File: src/rtl/demux_registrado.sv
// Registered 1-to-N operand demultiplexer. Routes a data word into one of
// N_SAIDAS held channel registers, or into all of them in broadcast mode.
// Tracks per-channel new-data flags, a sticky bad-index flag and a
// saturating count of accepted writes.
module demux_registrado #(
    parameter int unsigned WIDTH    = 16,
    parameter int unsigned N_SAIDAS = 5,
    parameter int unsigned SEL_W    = 3,
    parameter int unsigned CNT_W    = 8
) (
    input  logic                      clock,
    input  logic                      reset,
    input  logic [SEL_W-1:0]          op,
    input  logic [WIDTH-1:0]          entrada,
    input  logic                      valido,
    input  logic                      difunde,
    input  logic [N_SAIDAS-1:0]       lido,
    input  logic                      limpa_erro,
    output logic [N_SAIDAS*WIDTH-1:0] saidas,
    output logic [N_SAIDAS-1:0]       novo,
    output logic                      erro_op,
    output logic [CNT_W-1:0]          contagem
);

    logic [N_SAIDAS*WIDTH-1:0] saidas_q, saidas_d;
    logic [N_SAIDAS-1:0]       novo_q, novo_d;
    logic                      erro_q, erro_d;
    logic [CNT_W-1:0]          contagem_q, contagem_d;

    logic [31:0]         op_ext;
    logic                op_ok;
    logic                escrita;
    logic                erro_set;
    logic [N_SAIDAS-1:0] carga;

    // Decode the request into per-channel load enables and write/error events.
    always_comb begin
        op_ext   = 32'(op);
        op_ok    = op_ext < 32'(N_SAIDAS);
        escrita  = valido && (difunde || op_ok);
        // Broadcast ignores op, so it can never raise the error.
        erro_set = valido && !difunde && !op_ok;
        carga    = '0;
        for (int unsigned k = 0; k < N_SAIDAS; k++) begin
            carga[k] = valido && (difunde || (op_ok && (op_ext == 32'(k))));
        end
    end

    // Next-state: load selected channels, flag updates, saturating count.
    always_comb begin
        saidas_d = saidas_q;
        for (int unsigned k = 0; k < N_SAIDAS; k++) begin
            if (carga[k]) begin
                saidas_d[k*WIDTH +: WIDTH] = entrada;
            end
        end
        // A write in the same cycle overrides the acknowledge.
        novo_d = (novo_q & ~lido) | carga;
        // A new error overrides the clear request.
        if (erro_set) begin
            erro_d = 1'b1;
        end else if (limpa_erro) begin
            erro_d = 1'b0;
        end else begin
            erro_d = erro_q;
        end
        if (escrita && (contagem_q != {CNT_W{1'b1}})) begin
            contagem_d = contagem_q + CNT_W'(1);
        end else begin
            contagem_d = contagem_q;
        end
    end

    // State registers with asynchronous active-low clear.
    always_ff @(posedge clock or negedge reset) begin
        if (!reset) begin
            saidas_q   <= '0;
            novo_q     <= '0;
            erro_q     <= 1'b0;
            contagem_q <= '0;
        end else begin
            saidas_q   <= saidas_d;
            novo_q     <= novo_d;
            erro_q     <= erro_d;
            contagem_q <= contagem_d;
        end
    end

    assign saidas   = saidas_q;
    assign novo     = novo_q;
    assign erro_op  = erro_q;
    assign contagem = contagem_q;

endmodule

File: config.mk
export PLATFORM = sky130hd
export DESIGN_NAME = demux_registrado
export DESIGN_NICKNAME = d
export VERILOG_FILES = /design/src/rtl/demux_registrado.sv
export SDC_FILE = /design/constraint.sdc
export NUM_CORES = 1
export LEC_CHECK = 0
export BUFFER_PORTS_ARGS = -buffer_cell sky130_fd_sc_hd__buf_2
export CORE_MARGIN = 10
export CORE_UTILIZATION = 29
export DETAILED_ROUTE_END_ITERATION = 10
export PLACE_DENSITY_LB_ADDON = 0.08
export SYNTH_ARGS = -nofsm -noshare
export SYNTH_HDL_FRONTEND = slang
export SYNTH_SLANG_ARGS = --single-unit
File: constraint.sdc
create_clock -name clock -period 1.6 [get_ports clock]
set_input_delay 0.08 -clock clock [delete_from_list [all_inputs] [get_ports clock]]
set_output_delay 0.08 -clock clock [all_outputs]
set_load 0.01 [all_outputs]
# [Word-level counts from Yosys, hierarchy flattened]
# Index checks and enable logic that the tools add are counted.
[op_classes] add_sub_neg=1 order_cmp=1 n_eq_ne=5 muxes=2 bitwise=3 reduce_logical=24
[op_table] operator="logical AND 1 bit" count=14
[op_table] operator="adder 8 x 1 -> 8 bit (second input constant)" count=1
[op_table] operator="!= test 8 bit (second input constant)" count=1
[op_table] operator="equality test 3 x 2 -> 1 bit (second input constant)" count=2
[op_table] operator="logical OR 1 bit" count=6
[op_table] operator="bitwise AND 5 bit" count=1
[op_table] operator="inverter 5 bit" count=1
[op_table] operator="OR 5 bit" count=1
[op_table] operator="equality test 3 x 1 -> 1 bit (second input constant)" count=1
[op_table] operator="equality test 3 bit (second input constant)" count=1
[op_table] operator="zero test 3 bit" count=1
[op_table] operator="less-than comparator 3 bit (second input constant)" count=1
[op_table] operator="zero test 1 bit" count=2
[op_table] operator="2-to-1 mux 1 bit" count=2
[op_table] operator="nonzero test 2 bit" count=1
[totals] reg_bits=94 input_bits=29 out_inout_bits=94 wordCells=44

# [Logic depth before layout (Yosys ltp)]
# Gate-level depths: netlist of the first run.
[logic_depth] word_depth=5 depth_mapped=5 depth_no_buf=5

# [Worst setup path before layout of the first run]
# OpenSTA, ideal clock, no wires.
[synth_timing] path_type="register to register" from="register contagem_q[0], in the netlist contagem[0]" to="register contagem_q[1], in the netlist contagem[1]" setup_time_ns=0.125 arrival_ns=1.311 t_required_ns=1.475 path_slack_ns=0.164 path_stages_with_launch=6 n_path_buf=0 synth_period_minus_slack_ns=1.436 path_cell_list="dfrtp_1 ha_1 nand3_1 nor2_1 nor2_1 mux2_2"
[synth_via] elab_chain_len=2 elab_cells_between_ends=3 cone_classes="1 x add/sub; 1 x eq/ne; 1 x reduce/logical"
[synth_lines] item="start, declared" line="28" text="logic [CNT_W-1:0] contagem_q, contagem_d;"
[synth_lines] item="start signal, assigned" line="85" text="contagem_q <= contagem_d;"
[synth_lines] item="branches (longest 2 deep; another with adder 8 x 1 -> 8 bit)"
# Parallel ways; which one is timed is not known.
# A chain may end at the register's enable or synchronous reset.

# [Final worst setup path of the first run]
# Ends and elaborated chain as after synthesis.

==> reports/metrics.cfg, run 1 <==
[yosys]
yosys.area.top_type_share_pct = 64.4
yosys-top-cells-count = dfrtp_1 (94), mux2_2 (73), mux2_1 (9), inv_1 (7)
synth_seq_cells = 94
avgSynthCellArea_sq_um = 15.7
synth_cells = 233
synth_area_leaders = dfrtp_1 (64%), mux2_2 (23%), mux2_1 (2.8%)
yosysWarnings = 0
ys_seq_area_share_pct = 64.4
ys_types = 27
synth-edff-count = 0
synth_ff_type = dfrtp_1
async_flop_share_pct = 100
syn_nets = 263
yosys.area.top_type = dfrtp_1
synth.most_common_cell = dfrtp_1
synth_area_sq_um = 3650

[placed_design]
pre_cts_slack_ns = 0.136
dpl_cell_area_sq_um = 4540
dp.cells = 528
place_hpwl_um = 7170
port_buffers = 122
gp_congestion = 0.715

[clock_tree]
cts_resized = 0
clock_sinks = 94
path_clk_slew_ns = 0.06
cts_tree = built
cts_buffers = 9
insertion_delay_ns = 0.34
clockBufferDepth = 2
cts_root_buf = clkbuf_16
cts.htree.levels = 3

[cells_and_area]
layout.nets = 408
area_growth_pct = 33.6
finalInstanceArea_sq_um = 4880
nFillCells = 1213
drive_gt1_share_pct = 59.8
utilization_pct = 40.1
final_cells = 551
antenna_cells = 0

[floorplanning]
chipHeight_um = 132
std_cell_rows = 40
initial_utilization_pct = 30.0
core-area_sq_um = 12200
fp.dieW_um = 132
ios = 123
die_area_sq_um = 17500

[power]
ir_worst_vdd_uv = 449
p_per_area_nw_per_um2 = 1330
p_leak_nw = 2.30

[setup_path]
critPathMaxStageDelay_ns = 0.40
critPathCaptureType = register
path_cells = ha_1, nand3_1, nor2_1, nor2_1, mux2_2
cpMaxStageDelayCell = dfrtp_1
path_max_fanout = 5
cp.required_ns = 1.83
cpLargestDelayFamily = simple AND/OR/NAND/NOR gates
crit_buf_inv = 0
path_common_cell = nor2_1
worstSetupPathType = register to register
cp.arrival_ns = 1.69
cp-start-kind = register

[timing]
layout_setup_ws_ns = 0.136
max_freq_mhz = 683
rsz0062_at_grt = false
drv_slew = 0
slew_headroom_pct = 73.2
post-route-period-util_pct = 91.5
period_needed_ns = 1.46
worst_pin_slew_ns = 0.403
hold_viol = 0
tns_ns = 0
fin_skew_ns = 0.00270
setup_viol = 0

[detailed_routing]
drc_errors = 0
drtIter0Drc = 49
via_per_inst = 4.38
firstDrtPassIters = 3
route.vias.total = 2414
wire_per_inst_um = 17.6
wl_um = 9710
antenna_left = 0

[run_status]
status = complete, no violations

[global_routing]
grt_pass1_wl_um = 15400
grt_usage_pct = 11.4
grt_pass1_vias = 2703
grt_max_degree = 37
grt_overflow = 0
antenna_found_initial = 0

[flow_run]
cap_violations = 0

[min_path]
hp-class = primary input to register

==> stage by stage <==
step | hold slack (ns) | total power, mW
2_1_floorplan | -0.216 | 3.86
3_3_place_gp | 0.0363 | 4.61
3_5_place_dp | 0.0408 | 4.64
4_1_cts | 0.00380 | 6.67
5_1_grt | 0.0116 | 6.94
6_report | 0.0122 | 6.50
==> cell families (layout without fill, tap and decap cells) <==
group | Yosys count | count (layout) | synth area share (%)
flops | 94 | 94 | 64.4
mux | 82 | 82 | 25.3
simple gates | 23 | 23 | 3.46
compound gates | 14 | 14 | 2.95
buf+inv | 14 | 164 | 2.40
xor+xnor | 5 | 5 | 1.20
fa+ha+maj | 1 | 1 | 0.342
==> what timing repair did <==
action / 4_1_cts / 5_1_grt
endpoints found under the hold margin: 31 / 0
setup buffers: 0 / 0
hold buffers: 7 / 0
==> final cells by class <==
type	count	area [sq um]	share of cell area, %
sequential	94	2350	48.2
clock inverter	4	22.5	0.461
clock buffer	12	246	5.05
inverter	7	26.3	0.538
timing repair buffer	141	811	16.6
multi-input combinational	125	1210	24.9
tap	168	210	4.31
==> sequential cells by signal, summed over array words and instances (netlist names) <==
name	flops
contagem	8
erro_op	1
novo	5
saidas	80
==> worst reg2reg max path, stage by stage, from the launching register on <==
cell and delay (ns):
dfrtp_1 0.40, ha_1 0.23, nand3_1 0.09, nor2_1 0.25, nor2_1 0.11, mux2_2 0.28
==> worst paths after layout <==
path / depth (start not counted) / start / slack [ns] / endpoint
max: 5 / contagem[0] / 0.14 / contagem[1]
min: 2 / entrada[14] / 0.01 / saidas[62]
max reg2reg: 5 / contagem[0] / 0.14 / contagem[1]
min reg2reg: 1 / saidas[54] / 0.49 / saidas[54]
max in group asynchronous: 3 / reset / 0.83 / saidas[74]
min in group asynchronous: 2 / reset / 0.21 / saidas[53]
==> power breakdown <==
group | total [mW] | internal [mW] | switching [mW]
sequential | 3.09 | 2.81 | 0.280
combinational | 1.45 | 0.723 | 0.730
clock | 1.96 | 1.09 | 0.867
total | 6.50 | 4.62 | 1.88
==> routing by layer <==
layer / wire, um / GRT usage (%) / part of all wire [%]
met5: 0 / 0 / 0
met4: 170 / 5.13 / 1.8
met3: 737 / 4.95 / 7.6
met2: 4870 / 19.0 / 50
met1: 3940 / 12.2 / 41
==> cell usage in the layout (no fill, tap or decap) <==
master / count
a21o_1: 1
buf_4: 10
buf_12: 3
nor3_1: 5
nand3_1: 4
nor3b_1: 3
o21ba_2: 1
nand2_1: 2
buf_2: 121
o21ai_2: 4
inv_1: 7
or2_2: 1
nand4_1: 1
dlygate4sd3_1: 7
nand2b_1: 1
clkbuf_8: 1
xor2_1: 5
clkinvlp_4: 1
mux2_2: 73
nand2_2: 1
clkbuf_16: 9
ha_1: 1
clkbuf_1: 2
mux2_1: 9
o21ai_0: 5
nor2_1: 3
o32ai_1: 1
nor4_1: 1
dfrtp_1: 94
and3b_1: 1
clkinv_2: 3
o21ai_4: 1
a21oi_1: 1
Note: power is estimated with default switching activity, not from simulation.
==> inputs of run 2 (changes only) <==
--- a/config.mk
+++ b/config.mk
@@ -8,6 +8,7 @@
 export BUFFER_PORTS_ARGS = -buffer_cell sky130_fd_sc_hd__buf_2
 export CORE_MARGIN = 10
 export CORE_UTILIZATION = 29
+export CTS_BUF_LIST = sky130_fd_sc_hd__clkbuf_16
 export DETAILED_ROUTE_END_ITERATION = 10
 export PLACE_DENSITY_LB_ADDON = 0.08
 export SYNTH_ARGS = -nofsm -noshare
==> run 2 against run 1 <==
Compared with the run above: worst hold slack is essentially flat; sequential cell count is the same; via count is essentially flat; total power shrank 0.98%; global-route usage is essentially flat; cell area shrank 0.21%; combinational power is essentially flat; final cell count is the same; clock skew is essentially flat; clock-buffer cell count shrank 3; critical path depth is the same; non-clock buffer count is the same; critical endpoint unchanged.
==> reports/metrics.cfg, run 2 (synthesis results as in run 1) <==
[run_status]
status = complete, no violations

[cells_and_area]
largest_reg_flops = 80  ; unchanged
layout.nets = 408  ; unchanged
final_cell_mix = buf_2 (121), dfrtp_1 (94), mux2_2 (73)
drive_gt1_share_pct = 59.5  ; -0.26 points
layout_commonest_cell = buf_2
antenna_cells = 0  ; unchanged
area_growth_pct = 33.4
utilization_pct = 40.1  ; -0.082 points

[clock_tree]
clock_sinks = 94  ; unchanged
cts_post_setup_buffers_inserted = 0  ; unchanged
clockBufferDepth = 2  ; unchanged
cts_tree = built
cts.htree.levels = 3  ; unchanged
path_clk_slew_ns = 0.06  ; about the same
insertion_delay_ns = 0.34  ; about the same
cts_resized = 0  ; unchanged
cts_root_buf = clkbuf_16
cts_buffers = 9  ; unchanged

[timing]
post-route-period-util_pct = 91.5  ; unchanged
setup_viol = 0  ; unchanged
worst_pin_slew_ns = 0.404  ; +0.00106 ns
rsz0062_at_grt = false
hold_viol = 0  ; unchanged
slew_headroom_pct = 73.1  ; about the same
fin_skew_ns = 0.00270  ; -0.0000000200 ns
period_needed_ns = 1.46  ; unchanged
drv_slew = 0  ; unchanged
max_freq_mhz = 683  ; unchanged
tns_ns = 0  ; unchanged

[detailed_routing]
antenna_left = 0  ; unchanged
via_per_inst = 4.38  ; about the same
wl_um = 9700  ; -0.18%
wire_per_inst_um = 17.6  ; -0.18%
drc_errors = 0  ; unchanged
firstDrtPassIters = 3  ; unchanged
drtIter0Drc = 51  ; +4.1%
route.vias.total = 2413  ; -0.041%

[setup_path]
path_max_fanout = 5  ; unchanged
cp.arrival_ns = 1.69  ; about the same
cp-start-kind = register
critPathLaunch = contagem[0]
worstSetupPathType = register to register
path_common_cell = nor2_1
cpMaxStageDelayCell = dfrtp_1
r2r_slack_ns = 0.14  ; about the same
endpoint = contagem[1]
r2r_start = contagem[0]
r2r-end = contagem[1]
critPathMaxStageDelay_ns = 0.40  ; about the same
critPathCaptureType = register
path_cells = ha_1, nand3_1, nor2_1, nor2_1, mux2_2
rr_worst_depth = 5  ; unchanged
cp.required_ns = 1.83  ; about the same

[floorplanning]
chipHeight_um = 132  ; unchanged
initial_utilization_pct = 30.0  ; unchanged
fp.dieW_um = 132  ; unchanged
std_cell_rows = 40  ; unchanged
core-area_sq_um = 12200  ; unchanged
die_area_sq_um = 17500  ; unchanged
ios = 123  ; unchanged

[min_path]
hp-class = primary input to register

[global_routing]
grt_usage_pct = 11.4  ; -0.016 points
grt_pass1_wl_um = 15400  ; about the same
grt_max_degree = 37  ; unchanged
grt_overflow = 0  ; unchanged
grt_pass1_vias = 2705  ; +0.074%
antenna_found_initial = 0  ; unchanged

[power]
p_leak_nw = 2.30  ; +0.12%
ir_worst_vdd_uv = 449  ; about the same
p_per_area_nw_per_um2 = 1320  ; -0.78%

[placed_design]
port_buffers = 122  ; unchanged
place_hpwl_um = 7170  ; unchanged
gp_congestion = 0.715  ; unchanged

[flow_run]
cap_violations = 0  ; unchanged

[run 2: cell types whose count changed in the layout (fill, tap and decap cells not counted)]
cell and delta:
clkbuf_1 -2, inv_1 +2, clkinv_1 +1, clkbuf_8 -1
[run 2: worst min path at each step]
stage	from	to	slack [ns]	cells after the start
final	entrada[14]	saidas[62]	0.01	2
after CTS	entrada[14]	saidas[62]	0.004	2
after detailed placement	reset	saidas[37]	0.04	1
after global placement	reset	saidas[53]	0.04	1
after global routing	entrada[14]	saidas[62]	0.01	2
after floorplan	reset	contagem[0]	-0.22	0
[run 2: final cells by class]
cell class | instances | area, sq um
clock buffer | 9 | 225
clock inverter | 7 | 33.8
multi-input combinational | 125 | 1210
sequential | 94 | 2350
inverter | 7 | 26.3
fill | 1216 | 7290
timing repair buffer | 141 | 811
tap | 168 | 210
[run 2: routing by layer]
layer  vias to the layer above  track usage [%]  part of all wire, %
li1                       1120                -                    -
met1                      1213             12.2                   41
met2                        69             19.0                   50
met3                        11             4.95                  7.6
met4                         0             5.13                  1.8
met5                         -                0                    0
[run 2: worst max-delay path: cells and delay by family, from the launching register on]
kind	cells	cell delay [ns]
muxes	1	0.28
DFF	1	0.40
adders and majority gates	1	0.23
and+or+nand+nor	3	0.44
[run 2: through the flow]
step | hold slack (ns) | setup WS (ns) | instances | power, mW | instance area, sq um
final | 0.0124 | 0.136 | 551 | 6.43 | 4870
after global routing | 0.0116 | 0.0190 | 551 | 6.87 | 4870
after CTS | 0.00380 | 0.127 | 551 | 6.61 | 4870
after detailed placement | 0.0408 | 0.136 | 528 | 4.64 | 4540
after global placement | 0.0363 | 0.167 | 528 | 4.61 | 4540
after floorplan | -0.216 | 0.164 | 233 | 3.86 | 3650
[run 2: where the power goes]
part	total [mW]	switching, mW	internal (mW)	leakage, nW
Sequential	3.09	0.280	2.81	1.11
Clock	1.89	0.864	1.03	0.135
Combinational	1.45	0.730	0.723	1.06
Total	6.43	1.87	4.56	2.30
[run 2: repair_timing]
action                                  in CTS  in global routing
hold endpoints to repair                    31                  0
endpoints found under the setup margin       0                  0
hold buffers                                 7                  0
